`src/rtl/phase_steer_filter_pkg.sv`:
```
// ---------------------------------------------------------------------------
// phase_steer_pkg
// Shared types and constants for the beacon phase steering filter.
//   steer_state_e : steering FSM encoding (IDLE=0, ACQ=1, TRACK=2, HOLD=3)
//   PHASE_W       : width of the detector's unsigned phase magnitude
//   SPHASE_W      : width of a signed phase sample (magnitude + sign)
//   signed_phase(): converts magnitude + lead direction into a signed sample
// ---------------------------------------------------------------------------
package phase_steer_pkg;

  localparam int PHASE_W  = 16;
  localparam int SPHASE_W = 17;

  typedef enum logic [1:0] {
    ST_IDLE  = 2'd0,
    ST_ACQ   = 2'd1,
    ST_TRACK = 2'd2,
    ST_HOLD  = 2'd3
  } steer_state_e;

  // Left channel leading is the positive direction; the extra bit keeps
  // -65535 representable without wrap.
  function automatic logic signed [SPHASE_W-1:0] signed_phase(
    input logic [PHASE_W-1:0] mag,
    input logic               left_first
  );
    logic signed [SPHASE_W-1:0] ext;
    ext = $signed({1'b0, mag});
    return left_first ? ext : -ext;
  endfunction

endpackage

```
`src/rtl/phase_steer_filter_sample_tick_gen.sv`:
```
// ---------------------------------------------------------------------------
// sample_tick_gen
// Free-running divider producing a one-cycle sample tick every SAMPLE_DIV
// clocks. The tick is high while the counter sits at SAMPLE_DIV-1.
//   CLK  : system clock, rising edge
//   nRST : asynchronous active-low reset (counter returns to 0)
//   tick : one-cycle sample strobe
// ---------------------------------------------------------------------------
module sample_tick_gen #(
  parameter int SAMPLE_DIV = 10000
) (
  input  logic CLK,
  input  logic nRST,
  output logic tick
);

  localparam int CNT_W = (SAMPLE_DIV > 1) ? $clog2(SAMPLE_DIV) : 1;
  localparam logic [CNT_W-1:0] CNT_LAST = CNT_W'(SAMPLE_DIV - 1);

  logic [CNT_W-1:0] cnt_q, cnt_d;

  always_comb begin
    cnt_d = cnt_q + CNT_W'(1);
    if (cnt_q == CNT_LAST) begin
      cnt_d = '0;
    end
  end

  always_ff @(posedge CLK or negedge nRST) begin
    if (!nRST) begin
      cnt_q <= '0;
    end else begin
      cnt_q <= cnt_d;
    end
  end

  assign tick = (cnt_q == CNT_LAST);

endmodule

```
`src/rtl/phase_steer_filter.sv`:
```
// ---------------------------------------------------------------------------
// phase_steer_filter
// Turns the 19 kHz beacon phase detector output into a steering decision.
// Samples the detector on a divided tick, averages 2^AVG_LOG2 signed samples,
// and classifies the average against a symmetric deadband. Short signal
// dropouts hold the last decision; LOSS_HOLD consecutive misses drop it.
//   CLK          : system clock, rising edge
//   nRST         : asynchronous active-low reset
//   PhaseOUT     : unsigned phase magnitude from the detector
//   LeftFirst    : 1 = left channel leads (positive phase)
//   SignalDetect : 1 = detector sees a valid beacon
//   SteerAvg     : signed windowed average phase
//   TurnLeft     : SteerAvg > +DEADBAND
//   TurnRight    : SteerAvg < -DEADBAND
//   OnTarget     : |SteerAvg| <= DEADBAND while SteerValid
//   SteerValid   : high in TRACK and HOLD
//   SteerStrobe  : one-cycle pulse on each new SteerAvg
// ---------------------------------------------------------------------------
module phase_steer_filter
  import phase_steer_pkg::*;
#(
  parameter int SAMPLE_DIV = 10000,
  parameter int AVG_LOG2   = 3,
  parameter int DEADBAND   = 16,
  parameter int LOSS_HOLD  = 4
) (
  input  logic                       CLK,
  input  logic                       nRST,
  input  logic [PHASE_W-1:0]         PhaseOUT,
  input  logic                       LeftFirst,
  input  logic                       SignalDetect,
  output logic signed [SPHASE_W-1:0] SteerAvg,
  output logic                       TurnLeft,
  output logic                       TurnRight,
  output logic                       OnTarget,
  output logic                       SteerValid,
  output logic                       SteerStrobe
);

  // Accumulator carries AVG_LOG2 guard bits so a full window never overflows.
  localparam int ACC_W  = SPHASE_W + AVG_LOG2;
  localparam int MISS_W = $clog2(LOSS_HOLD + 1);

  localparam logic [AVG_LOG2-1:0]        CNT_LAST  = '1;
  localparam logic [MISS_W-1:0]          MISS_LAST = MISS_W'(LOSS_HOLD - 1);
  localparam logic signed [SPHASE_W-1:0] DB_POS    = SPHASE_W'(DEADBAND);
  localparam logic signed [SPHASE_W-1:0] DB_NEG    = -DB_POS;

  // Window mean with floor rounding: arithmetic shift rounds toward -inf.
  // The mean of SPHASE_W-bit samples always fits back into SPHASE_W bits.
  function automatic logic signed [SPHASE_W-1:0] window_avg(
    input logic signed [ACC_W-1:0] sum
  );
    logic signed [ACC_W-1:0] shifted;
    shifted = sum >>> AVG_LOG2;
    return shifted[SPHASE_W-1:0];
  endfunction

  logic tick;

  sample_tick_gen #(
    .SAMPLE_DIV(SAMPLE_DIV)
  ) u_tick (
    .CLK (CLK),
    .nRST(nRST),
    .tick(tick)
  );

  steer_state_e               state_q, state_d;
  logic signed [ACC_W-1:0]    acc_q, acc_d;
  logic [AVG_LOG2-1:0]        cnt_q, cnt_d;
  logic [MISS_W-1:0]          miss_q, miss_d;
  logic signed [SPHASE_W-1:0] avg_q, avg_d;
  logic                       left_q, left_d;
  logic                       right_q, right_d;
  logic                       on_q, on_d;
  logic                       valid_q, valid_d;
  logic                       strobe_q, strobe_d;

  logic signed [SPHASE_W-1:0] sample;
  logic signed [ACC_W-1:0]    sample_ext;
  logic signed [ACC_W-1:0]    acc_sum;
  logic signed [SPHASE_W-1:0] avg_new;

  assign sample     = signed_phase(PhaseOUT, LeftFirst);
  assign sample_ext = {{AVG_LOG2{sample[SPHASE_W-1]}}, sample};
  assign acc_sum    = acc_q + sample_ext;
  assign avg_new    = window_avg(acc_sum);

  always_comb begin
    state_d  = state_q;
    acc_d    = acc_q;
    cnt_d    = cnt_q;
    miss_d   = miss_q;
    avg_d    = avg_q;
    left_d   = left_q;
    right_d  = right_q;
    on_d     = on_q;
    valid_d  = valid_q;
    strobe_d = 1'b0;

    if (tick) begin
      case (state_q)
        ST_IDLE: begin
          if (SignalDetect) begin
            state_d = ST_ACQ;
            acc_d   = sample_ext;
            cnt_d   = AVG_LOG2'(1);
          end
        end

        ST_ACQ, ST_TRACK: begin
          if (SignalDetect) begin
            if (cnt_q == CNT_LAST) begin
              // Last sample of the window: publish and restart the window.
              state_d  = ST_TRACK;
              valid_d  = 1'b1;
              avg_d    = avg_new;
              left_d   = (avg_new > DB_POS);
              right_d  = (avg_new < DB_NEG);
              on_d     = !(avg_new > DB_POS) && !(avg_new < DB_NEG);
              strobe_d = 1'b1;
              acc_d    = '0;
              cnt_d    = '0;
            end else begin
              acc_d = acc_sum;
              cnt_d = cnt_q + AVG_LOG2'(1);
            end
          end else begin
            // A dropout discards any partial window.
            acc_d = '0;
            cnt_d = '0;
            if (state_q == ST_TRACK) begin
              state_d = ST_HOLD;
              miss_d  = MISS_W'(1);
            end else begin
              state_d = ST_IDLE;
            end
          end
        end

        ST_HOLD: begin
          if (SignalDetect) begin
            state_d = ST_TRACK;
            miss_d  = '0;
            acc_d   = sample_ext;
            cnt_d   = AVG_LOG2'(1);
          end else if (miss_q == MISS_LAST) begin
            state_d = ST_IDLE;
            miss_d  = '0;
            avg_d   = '0;
            left_d  = 1'b0;
            right_d = 1'b0;
            on_d    = 1'b0;
            valid_d = 1'b0;
          end else begin
            miss_d = miss_q + MISS_W'(1);
          end
        end

        default: begin
          state_d = ST_IDLE;
        end
      endcase
    end
  end

  always_ff @(posedge CLK or negedge nRST) begin
    if (!nRST) begin
      state_q  <= ST_IDLE;
      acc_q    <= '0;
      cnt_q    <= '0;
      miss_q   <= '0;
      avg_q    <= '0;
      left_q   <= 1'b0;
      right_q  <= 1'b0;
      on_q     <= 1'b0;
      valid_q  <= 1'b0;
      strobe_q <= 1'b0;
    end else begin
      state_q  <= state_d;
      acc_q    <= acc_d;
      cnt_q    <= cnt_d;
      miss_q   <= miss_d;
      avg_q    <= avg_d;
      left_q   <= left_d;
      right_q  <= right_d;
      on_q     <= on_d;
      valid_q  <= valid_d;
      strobe_q <= strobe_d;
    end
  end

  assign SteerAvg    = avg_q;
  assign TurnLeft    = left_q;
  assign TurnRight   = right_q;
  assign OnTarget    = on_q;
  assign SteerValid  = valid_q;
  assign SteerStrobe = strobe_q;

endmodule

```
`config.mk`:
```
export PLATFORM = sky130hd
export DESIGN_NAME = phase_steer_filter
export DESIGN_NICKNAME = d
export VERILOG_FILES = /design/src/rtl/phase_steer_filter_pkg.sv /design/src/rtl/phase_steer_filter_sample_tick_gen.sv /design/src/rtl/phase_steer_filter.sv
export SDC_FILE = /design/constraint.sdc
export NUM_CORES = 1
export LEC_CHECK = 0
export CAP_MARGIN = 20
export CORE_ASPECT_RATIO = 0.7
export CORE_MARGIN = 3
export CORE_UTILIZATION = 30
export DETAILED_ROUTE_END_ITERATION = 10
export GPL_ROUTABILITY_DRIVEN = 1
export PLACE_DENSITY = 0.57
export SETUP_SLACK_MARGIN = 0.1
export SYNTH_ARGS = -nofsm -noshare
export SYNTH_HDL_FRONTEND = slang
export SYNTH_SLANG_ARGS = --single-unit
```
`constraint.sdc`:
```
create_clock -name CLK -period 7.6 [get_ports CLK]
set_input_delay 1.52 -clock CLK [delete_from_list [all_inputs] [get_ports CLK]]
set_output_delay 1.52 -clock CLK [all_outputs]
set_load 0.02 [all_outputs]
```
# After elaboration in Yosys (flattened, before gate mapping)
# Cells that the tools add are included.
[word_totals]
inputBits = 20
elab_cells = 90
ff_bits = 64
output_inout_bits = 22
[classes]
n_lt_le_gt_ge = 2
reduce_logical = 11
eq_ne = 16
n_mux = 45
addsub = 5
[ops]
columns = ["cell", "count"]
rows = [
  ["2-to-1 mux 17 bit", 5],
  ["2-to-1 mux 20 bit", 3],
  ["one-hot mux 20 bit (2 select lines)", 1],
  ["one-hot mux 17 bit (2 select lines)", 1],
  ["2-to-1 mux 3 bit", 7],
  ["adder 20 x 17 -> 20 bit", 1],
  ["greater-than comparator 17 x 6 -> 1 bit, second input constant", 1],
  ["less-than comparator 17 x 5 -> 1 bit, second input constant", 1],
  ["negator 16 -> 17 bit", 1],
  ["adder 14 x 1 -> 14 bit, second input constant", 1],
  ["equality test 14 bit, second input constant", 1],
  ["2-to-1 mux 1 bit", 14],
  ["2-to-1 mux 14 bit", 1],
  ["!= test 2 bit, second input constant", 7],
  ["2-to-1 mux 2 bit", 6],
  ["one-hot mux 3 bit (2 select lines)", 2],
  ["one-hot mux 1 bit (2 select lines)", 4],
  ["AND reduction 4 bit", 2],
  ["adder 3 x 1 -> 3 bit, second input constant", 2],
  ["!= test 3 bit, second input constant", 2],
  ["one-hot mux 2 bit (3 select lines)", 1],
  ["AND reduction 6 bit", 1],
  ["equality test 2 bit, second input constant", 2],
  ["OR reduction 2 bit", 2],
  ["other kinds (9)", 10],
]

# Depth between registers and ports, before layout
# Gate-level depths: netlist (run 1).
[logic_depth]
word_depth = 9
mapped_depth = 17
mapped_depth_nobuf = 15

# Cells and area by module
# A second synthesis (run 1) with hierarchy kept.
[hier_totals]
cells_unflattened = 548
area_unflattened_um2 = 4718.3
[by_module_without_submodules]
columns = ["mod", "seq_area_each_um2", "area_per_inst_um2", "cells_per_inst", "instances"]
rows = [
  ["phase_steer_filter", 1251.2, 4047.6, 488, 1],
  ["sample_tick_gen", 350.3, 670.6, 60, 1],
]

# Worst setup path before layout (run 1)
# OpenSTA, ideal clock, no wires.
[synth_timing]
path_type = "input to register"
start = "in PhaseOUT[4]"
end = "reg on_q, in the netlist OnTarget"
path_stages = 16
t_arrival_ns = 5.542
required_ns = 7.531
setup_ns = 0.069
path_buffers = 2
slack_ns = 1.989
path_cell_list = "or4_1 nor4_1 and2_1 a21oi_1 xor2_1 ha_1 buf_6 and3_4 buf_6 a311o_1 o311a_1 a2111oi_2 nand4_1 or4_1 or4_1 nand3_1"
[synth_via]
elab_chain_len = 9
word_cells_on_any_way = 11
cone_classes = "add/sub (2); order compare (2); mux (4); reduce/logical (3)"
[synth_rtl]
columns = ["element", "line_no", "rtl"]
rows = [
  ["from (decl)", "phase_steer_filter.sv:29", "input logic [PHASE_W-1:0] PhaseOUT,"],
  ["negator 16 -> 17 bit", "phase_steer_filter_pkg.sv:29", "return left_first ? ext : -ext;"],
  ["2-to-1 mux 17 bit *", "phase_steer_filter_pkg.sv:29", ""],
  ["adder 20 x 17 -> 20 bit *", "phase_steer_filter.sv:87", "assign acc_sum = acc_q + sample_ext;"],
  ["greater-than comparator 17 x 6 -> 1 bit / less-than comparator 17 x 5 -> 1 bit (equally long branches)", "phase_steer_filter.sv:121", "on_d = !(avg_new > DB_POS) && !(avg_new < DB_NEG);"],
  ["zero test 1 bit", "phase_steer_filter.sv:121", ""],
  ["logical AND 1 bit *", "phase_steer_filter.sv:121", ""],
  ["2-to-1 mux 1 bit *", "phase_steer_filter.sv:114", "if (cnt_q == CNT_LAST) begin"],
  ["2-to-1 mux 1 bit *", "phase_steer_filter.sv:113", "if (SignalDetect) begin"],
  ["one-hot mux 1 bit (2 select lines) *", "phase_steer_filter.sv:103", "case (state_q)"],
  ["to (signal assigned)", "phase_steer_filter.sv:188", "on_q <= on_d;"],
  ["to (decl)", "phase_steer_filter.sv:76", "logic on_q, on_d;"],
]
# Mark *: on every way between the ends. The rest lies on a longest branch, timed or not. The select of a mux whose other input is x is not followed.
# A chain may end at the register's enable or synchronous reset.

# Worst setup path after layout (run 1)
# Ends and elaborated chain as after synthesis.

==> impl_results.md, run 1 <==
* Synth Area in Simple Gates at 22.45%
* P per Cell Area at 197.1 nW/um^2
* Syn Inst Count at 540
* Post-CTS sizing at 0
* Setup TNS Final at 0 ps
* XOR/XNOR Fraction of Synth Area at 7.100%
* CTS tree: yes
* Post-CTS Setup Inserts at 0
* Avg Cell Area, Syn at around 8.5 um^2
* Sink Count at 64
* Reg2reg start: acc_q[0]
* Top post-synthesis cells by area: dfrtp_1 (35%), ha_1 (8.5%), nand2_1 (6.6%)
* RSZ-0062 raised after global routing: no
* Hold Path Origin: TurnLeft
* Layout cells sized above 1 at 7.317%
* Die width at 153.4 um
* H-Tree Depth at 3
* DRT Wirelength at 13160 um
* Largest net degree at the start of global routing at 65
* Flops & latches, synth at between 60 and 70
* P&R area growth vs syn at 19.60%
* Area after DPL at 5105 um^2
* Fmax at 0.1559 GHz
* Post-synth EDFFs at 0
* First-pass GRT wire length at 21410 um
* Final design utilization at 36.85%
* Vias in the first global route at 3977
* Die Ht at 109.2 um
* Crit share post-route at 84.38%
* Antenna Cells at 0
* Crit start category: input pin
* Synth unique cells at 71
* Final Hold Fails at 0
* Total CTS buffers at 9
* Largest family of logic cells by synthesized area: simple AND/OR/NAND/NOR gates
* HP Class: reg -> reg
* Worst-case clock buffer depth at 2
* Post-synthesis mux area share at 1.206%
* Worst-path clk slew at around 60 ps
* I/O pin count at 42
* Fin area at 5459 um^2
* Post-Synth Adder-Cell Area at about 8.9%
* Synthesized Nets at 592
* Vias at 4184
* Clk_skew at 13.25 ps
* CTS Hold Bufs at 0
* Placement Rows at 37
* Sequential element share of the synthesized area at 35.09%
* DIE AREA at 16750 um^2
* Leak at approximately 2.4 nW
* Setup WS post-layout at 1187 ps
* Synth top cells by count: nand2_1 (80), dfrtp_1 (64), nor2_1 (45), a21oi_1 (41), o21ai_0 (40)
* Main synth FF type: dfrtp_1
* Routed Antenna Nets at 0
* Max Fanout on Critical Path at 8
* Rel. slew slack at roughly 28%
* Grt total ovfl at 0
* Count leader, synth: nand2_1
* Number of max-cap violations at 0
* GP Congestion at 0.9173
* Top cell type's share of synthesized area at between 30% and 40%
* Ys Warns at 0
* Setup crit end kind: flop
* Later-pin clock latency in the skew report at 340 ps
* Vias per cell at between 5 and 6
* CP arrival at between 6000 and 7000 ps
* IO Port Bufs at 41
* Core box area at between 10000 and 15000 um^2
* Drt pass-1 iters at 6
* Ys async rst share at 100.0%
* DR WL/cell at 17.11 um
* Worst path required time at 7870 ps
* Min Hold Slack at 468.2 ps
* Initial Util at 30.81%
* Slew Limit Fails at 0
* Final setup fails at 0
* Post-synthesis cell area at ~4600 um^2
* Layout Nets at roughly 620
* Worst slew pin tran at 1072 ps
* CP Class: in -> reg
* Placed cell count at 753
* Outcome: finished, final reports clean
* Crit path time final at 6413 ps
* Initial antenna violation count at 0
* Post-synth top area cell: dfrtp_1
* IR drop worst, VDD at between 100 and 150 uV
* Post-Layout Cell Count at 769
* Synth Area in Compound Gates at 20.94%
* DP HPWL at 9630 um
* Total power draw at 1.076 mW
* CP startpoint: PhaseOUT[4]
* DRC at 0
* Global Route Usage Sum at 16.17%
* DP Worst Slack at 934.2 ps
* Root Buffer: clkbuf_16
* Initial DRC Count at 401
routing by layer:
metal / up-vias / track usage [%] / share of wire (%)
met3: 14 / 3.173 / 5.8
met5: - / 0 / 0
li1: 1997 / - / -
met4: 0 / 4.474 / 1.1
met1: 2024 / 24.29 / 52
met2: 149 / 23.52 / 42
sequential cells by signal (all words and copies together) (netlist names), named ones only:
register,flops
OnTarget,1
SteerAvg,17
SteerStrobe,1
SteerValid,1
TurnLeft,1
TurnRight,1
acc_q,20
cnt_q,3
miss_q,3
state_q,1
u_tick.cnt_q,14
final timing paths:
path                                         to  slack [ps]  depth (start not counted)
worst max-delay path                   OnTarget        1190                         16
max in group asynchronous       u_tick.cnt_q[8]        5680                          2
min in group asynchronous           SteerAvg[9]        1370                          2
worst min-delay path                   TurnLeft         470                          2
worst min register to register         TurnLeft         470                          2
worst max register to register         OnTarget        3980                         12
power by group:
| part | internal, mW | switching, mW |
|---|---|---|
| combinational | 0.0844 | 0.129 |
| clock | 0.331 | 0.170 |
| sequential | 0.354 | 0.00715 |
| total | 0.769 | 0.307 |
cells by family (layout without fill, tap and decap cells):
kind of cell    after synthesis  in the layout
xor+xnor                     37             37
fa+ha+maj                    32             32
buf+inv                      44             78
compound gates              146            146
simple gates                212            212
mux                           5              5
flops                        64             64
cell usage in the layout (no fill, tap or decap), drive strengths merged, types with 3 or more instances in the layout:
master and count:
nand2 80, a22o 4, nand2b 6, a21oi 42, a21boi 3, ha 31, bufinv 3, buf 3
nor4 4, xnor2 15, clkdlybuf4s50 40, or4 3, o21a 4, mux2 4, and3 8, xor2 22
a211oi 3, a21o 12, nand4 10, and4 4, o211ai 3, a22oi 5, nand3 17, dfrtp 64
nor2 45, or2 3, o21ai 41, nor3 14, a31oi 7, clkbuf 10, inv 19
final cells by class:
class | instances | area [um^2]
clock inverters | 6 | 115.1
multi-input cells | 432 | 2768
flip-flops and latches | 64 | 1602
repair buffers | 43 | 420.4
clock buffers | 10 | 239.0
well taps | 195 | 244.0
inverters | 19 | 71.32
fillers | 1509 | 9355
critical path, stage by stage:
cell             delay [ps]
clkdlybuf4s50_1         460
or4_1                   650
nor4_1                  530
and2_1                  300
a21oi_1                 100
xor2_1                  280
ha_1                    380
a21oi_1                 220
a21boi_2                 70
a311o_1                 380
o311a_1                 400
a2111oi_2               360
nand4_1                 120
or4_1                   430
or4_1                   400
nand3_1                  90
(Power assumes the default switching activity.)
==> run 2, diff against run 1 <==
--- a/config.mk
+++ b/config.mk
@@ -11,7 +11,7 @@
 export CORE_UTILIZATION = 30
 export DETAILED_ROUTE_END_ITERATION = 10
 export GPL_ROUTABILITY_DRIVEN = 1
-export PLACE_DENSITY = 0.57
+export PLACE_DENSITY = 0.59
 export SETUP_SLACK_MARGIN = 0.1
 export SYNTH_ARGS = -nofsm -noshare
 export SYNTH_HDL_FRONTEND = slang
==> constraint.sdc (replaced) <==
create_clock -name CLK -period 5.4 [get_ports CLK]
set_input_delay 1.08 -clock CLK [delete_from_list [all_inputs] [get_ports CLK]]
set_output_delay 1.08 -clock CLK [all_outputs]
set_load 0.02 [all_outputs]
==> run 2 against run 1 <==
Non-clock buffer count up 88. Core utilization grew 4.8 points. Register-to-register slack got worse by 2100 ps. Combinational power increased by 77%. Routed wire length increased by 7.1%. Via count increased by 7.5%. Setup slack lost 860 ps. Critical endpoint unchanged. Largest power group unchanged.
==> impl_results.md, run 2 (synthesized netlist as in run 1, its figures left out) <==
* GP Congestion at 0.9506 (+3.6%)
* Crit path time final at 5072 ps
* Total CTS buffers at 9 (unchanged)
* DRT Wirelength at 14090 um (+7.1%)
* Global Route Usage Sum at 17.45% (+1.3 points)
* Vias at 4496 (+7.5%)
* DP HPWL at 10600 um (+10%)
* Setup crit end kind: flop
* Max Fanout on Critical Path at 5 (-3)
* Grt total ovfl at 0 (unchanged)
* CTS tree: yes
* Die width at 153.4 um (unchanged)
* P&R area growth vs syn at 35.06%
* DIE AREA at 16750 um^2 (unchanged)
* Sum of buffers and inverters on the critical path at 4 (+3)
* Worst path required time at 5670 ps (-2200 ps)
* FF+latch area at 1602 um^2 (unchanged)
* CP Class: in -> reg
* Critical path's top delay family: simple AND/OR/NAND/NOR gates
* Number of max-cap violations at 0 (unchanged)
* Largest net degree at the start of global routing at 65 (unchanged)
* Register-to-Register Setup Slack at 1850 ps (-2130 ps)
* Slowest stage cell, crit path: or4_4
* Later-pin clock latency in the skew report at 340 ps (about the same)
* Leak at 2.882 nW (+19%)
* Critical Path, Cell by Cell: dlygate4sd2_1 > or4_4 > nor4_4 > buf_4 > and2_4 > buf_4 > nor2_1 > xnor2_1 > buf_4 > ha_1 > and2_1 > o211ai_1 > a21boi_0 > o41ai_1 > xor2_1 > or4_4 > or4_4 > nand3_2
* Part of the power in combinational logic at 24.6% (+4.8 points)
* Fin area at 6165 um^2 (+13%)
* Sink Count at 64 (unchanged)
* CTS Hold Bufs at 0 (unchanged)
* RSZ-0062 raised after global routing: no
* Final setup fails at 0 (unchanged)
* IR drop worst, VDD at 145.8 uV (+24%)
* Most frequent cells in the layout: buf_4 (89), nand2_1 (80), dfrtp_1 (64), nor2_1 (45)
* Largest register FFs at 20 (unchanged)
* Sw Pwr at 449.6 uW (+47%)
* Initial antenna violation count at 0 (unchanged)
* Fmax at just under 0.2 GHz
* Area after DPL at 5720 um^2 (+12%)
* Total power draw at 1.530 mW (+42%)
* Most common cell after layout, fill and taps aside: buf_4
* Die Ht at 109.2 um (unchanged)
* First-pass GRT wire length at 23380 um (+9.2%)
* Vias in the first global route at 4522 (+14%)
* Worst slew pin tran at 952.2 ps (-119.5 ps)
* Flop pwr share at 33.2% (-0.3 points)
* DRC at 0 (unchanged)
* Internal power contribution at 1.081 mW (+40%)
* Outcome: finished, final reports clean
* Drt pass-1 iters at 5 (-1)
* Largest Register: acc_q
* Root Buffer: clkbuf_16
* Worst-path clk slew at 60 ps (about the same)
* Clk_skew at 7.437 ps (-5.813 ps)
* I/O pin count at 42 (unchanged)
* Initial DRC Count at 339 (-15%)
* Initial Util at 30.81% (unchanged)
* Core box area at 14810 um^2 (unchanged)
* HP Class: reg -> reg
* P per Cell Area at 248.3 nW/um^2 (+26%)
* Final Hold Fails at 0 (unchanged)
* Layout cells sized above 1 at 21.30% (+14 points)
* Area of the multi-input gates at 2840 um^2 (+2.6%)
* Switch share at 29.38% (+0.89 points)
* Filler cells at 1503 (-0.40%)
* Rel. slew slack at 36.29% (+8.0 points)
* Layout Nets at 709 (+14%)
* Clk pwr share at 42.2% (-4.4 points)
* DR WL/cell at 16.44 um (-3.9%)
* Crit start category: input pin
* H-Tree Depth at 3 (unchanged)
* Placement Rows at 37 (unchanged)
* Crit share post-route at 93.92%
* Slew Limit Fails at 0 (unchanged)
* Routed Antenna Nets at 0 (unchanged)
* Antenna Cells at 0 (unchanged)
* Worst-case clock buffer depth at 2 (unchanged)
* IO Port Bufs at 41 (unchanged)
* CP arrival at 5340 ps (-1340 ps)
* Largest stage delay, worst path at 580 ps (-70 ps)
* Vias per cell at 5.246 (-3.6%)
==> run 2: per-stage QoR <==
step,hold WS [ps],setup TNS (ps),utilization [%],cells,setup slack (ps)
CTS,474.3,0,41.28,855,105.9
global route,490.0,0,41.61,857,126.4
finish,475.8,0,41.61,857,328.1
global placement,446.2,-476.8,38.61,835,-276.4
detailed placement,461.2,-655.8,38.61,835,-342.6
floorplan,432.9,0,-,540,229.2
==> run 2: worst min-delay path, delay by kind of cell (launching register included) <==
family | cells | cell delay [ps]
DFF | 1 | 350
and+or+nand+nor | 2 | 100
==> run 2: area by class of cell <==
cell class,count,share of cell area [%]
clock buffers,9,3.653
repair buffers,131,17.52
inverters,19,1.157
well taps,195,3.958
multi-input cells,432,46.07
flip-flops and latches,64,25.98
clock inverters,7,1.664
==> run 2: final timing paths <==
check	startpoint	to	depth (start not counted)
setup / recovery	PhaseOUT[5]	OnTarget	18
hold / removal	SteerAvg[1]	SteerAvg[1]	2
setup reg to reg	acc_q[0]	OnTarget	12
hold reg to reg	SteerAvg[1]	SteerAvg[1]	2
max in group asynchronous	nRST	SteerAvg[8]	2
min in group asynchronous	nRST	SteerValid	2
==> run 2: metal layers <==
layer  share of wire [%]  wire, um  GRT usage (%)
met1                  50      6984          24.62
met2                  42      5976          27.51
met3                 6.1       856          3.530
met4                 1.9       274          4.537
met5                   0         0              0
==> run 2: power groups by stage <==
stage                     clock, mW  combinational, mW  sequential, mW
final                         0.645              0.377           0.508
after global routing          0.682              0.409           0.510
after CTS                     0.658              0.368           0.509
after detailed placement          0              0.361           0.517
after global placement            0              0.356           0.516
after floorplan                   0              0.172           0.533
==> run 2: timing repair <==
| action | 4_1_cts | 5_1_grt |
|---|---|---|
| setup buffers | 4 | 2 |
| endpoints found under the setup margin | 1 | 2 |
| resized for setup | 11 | 7 |
| pin swaps | 17 | 12 |
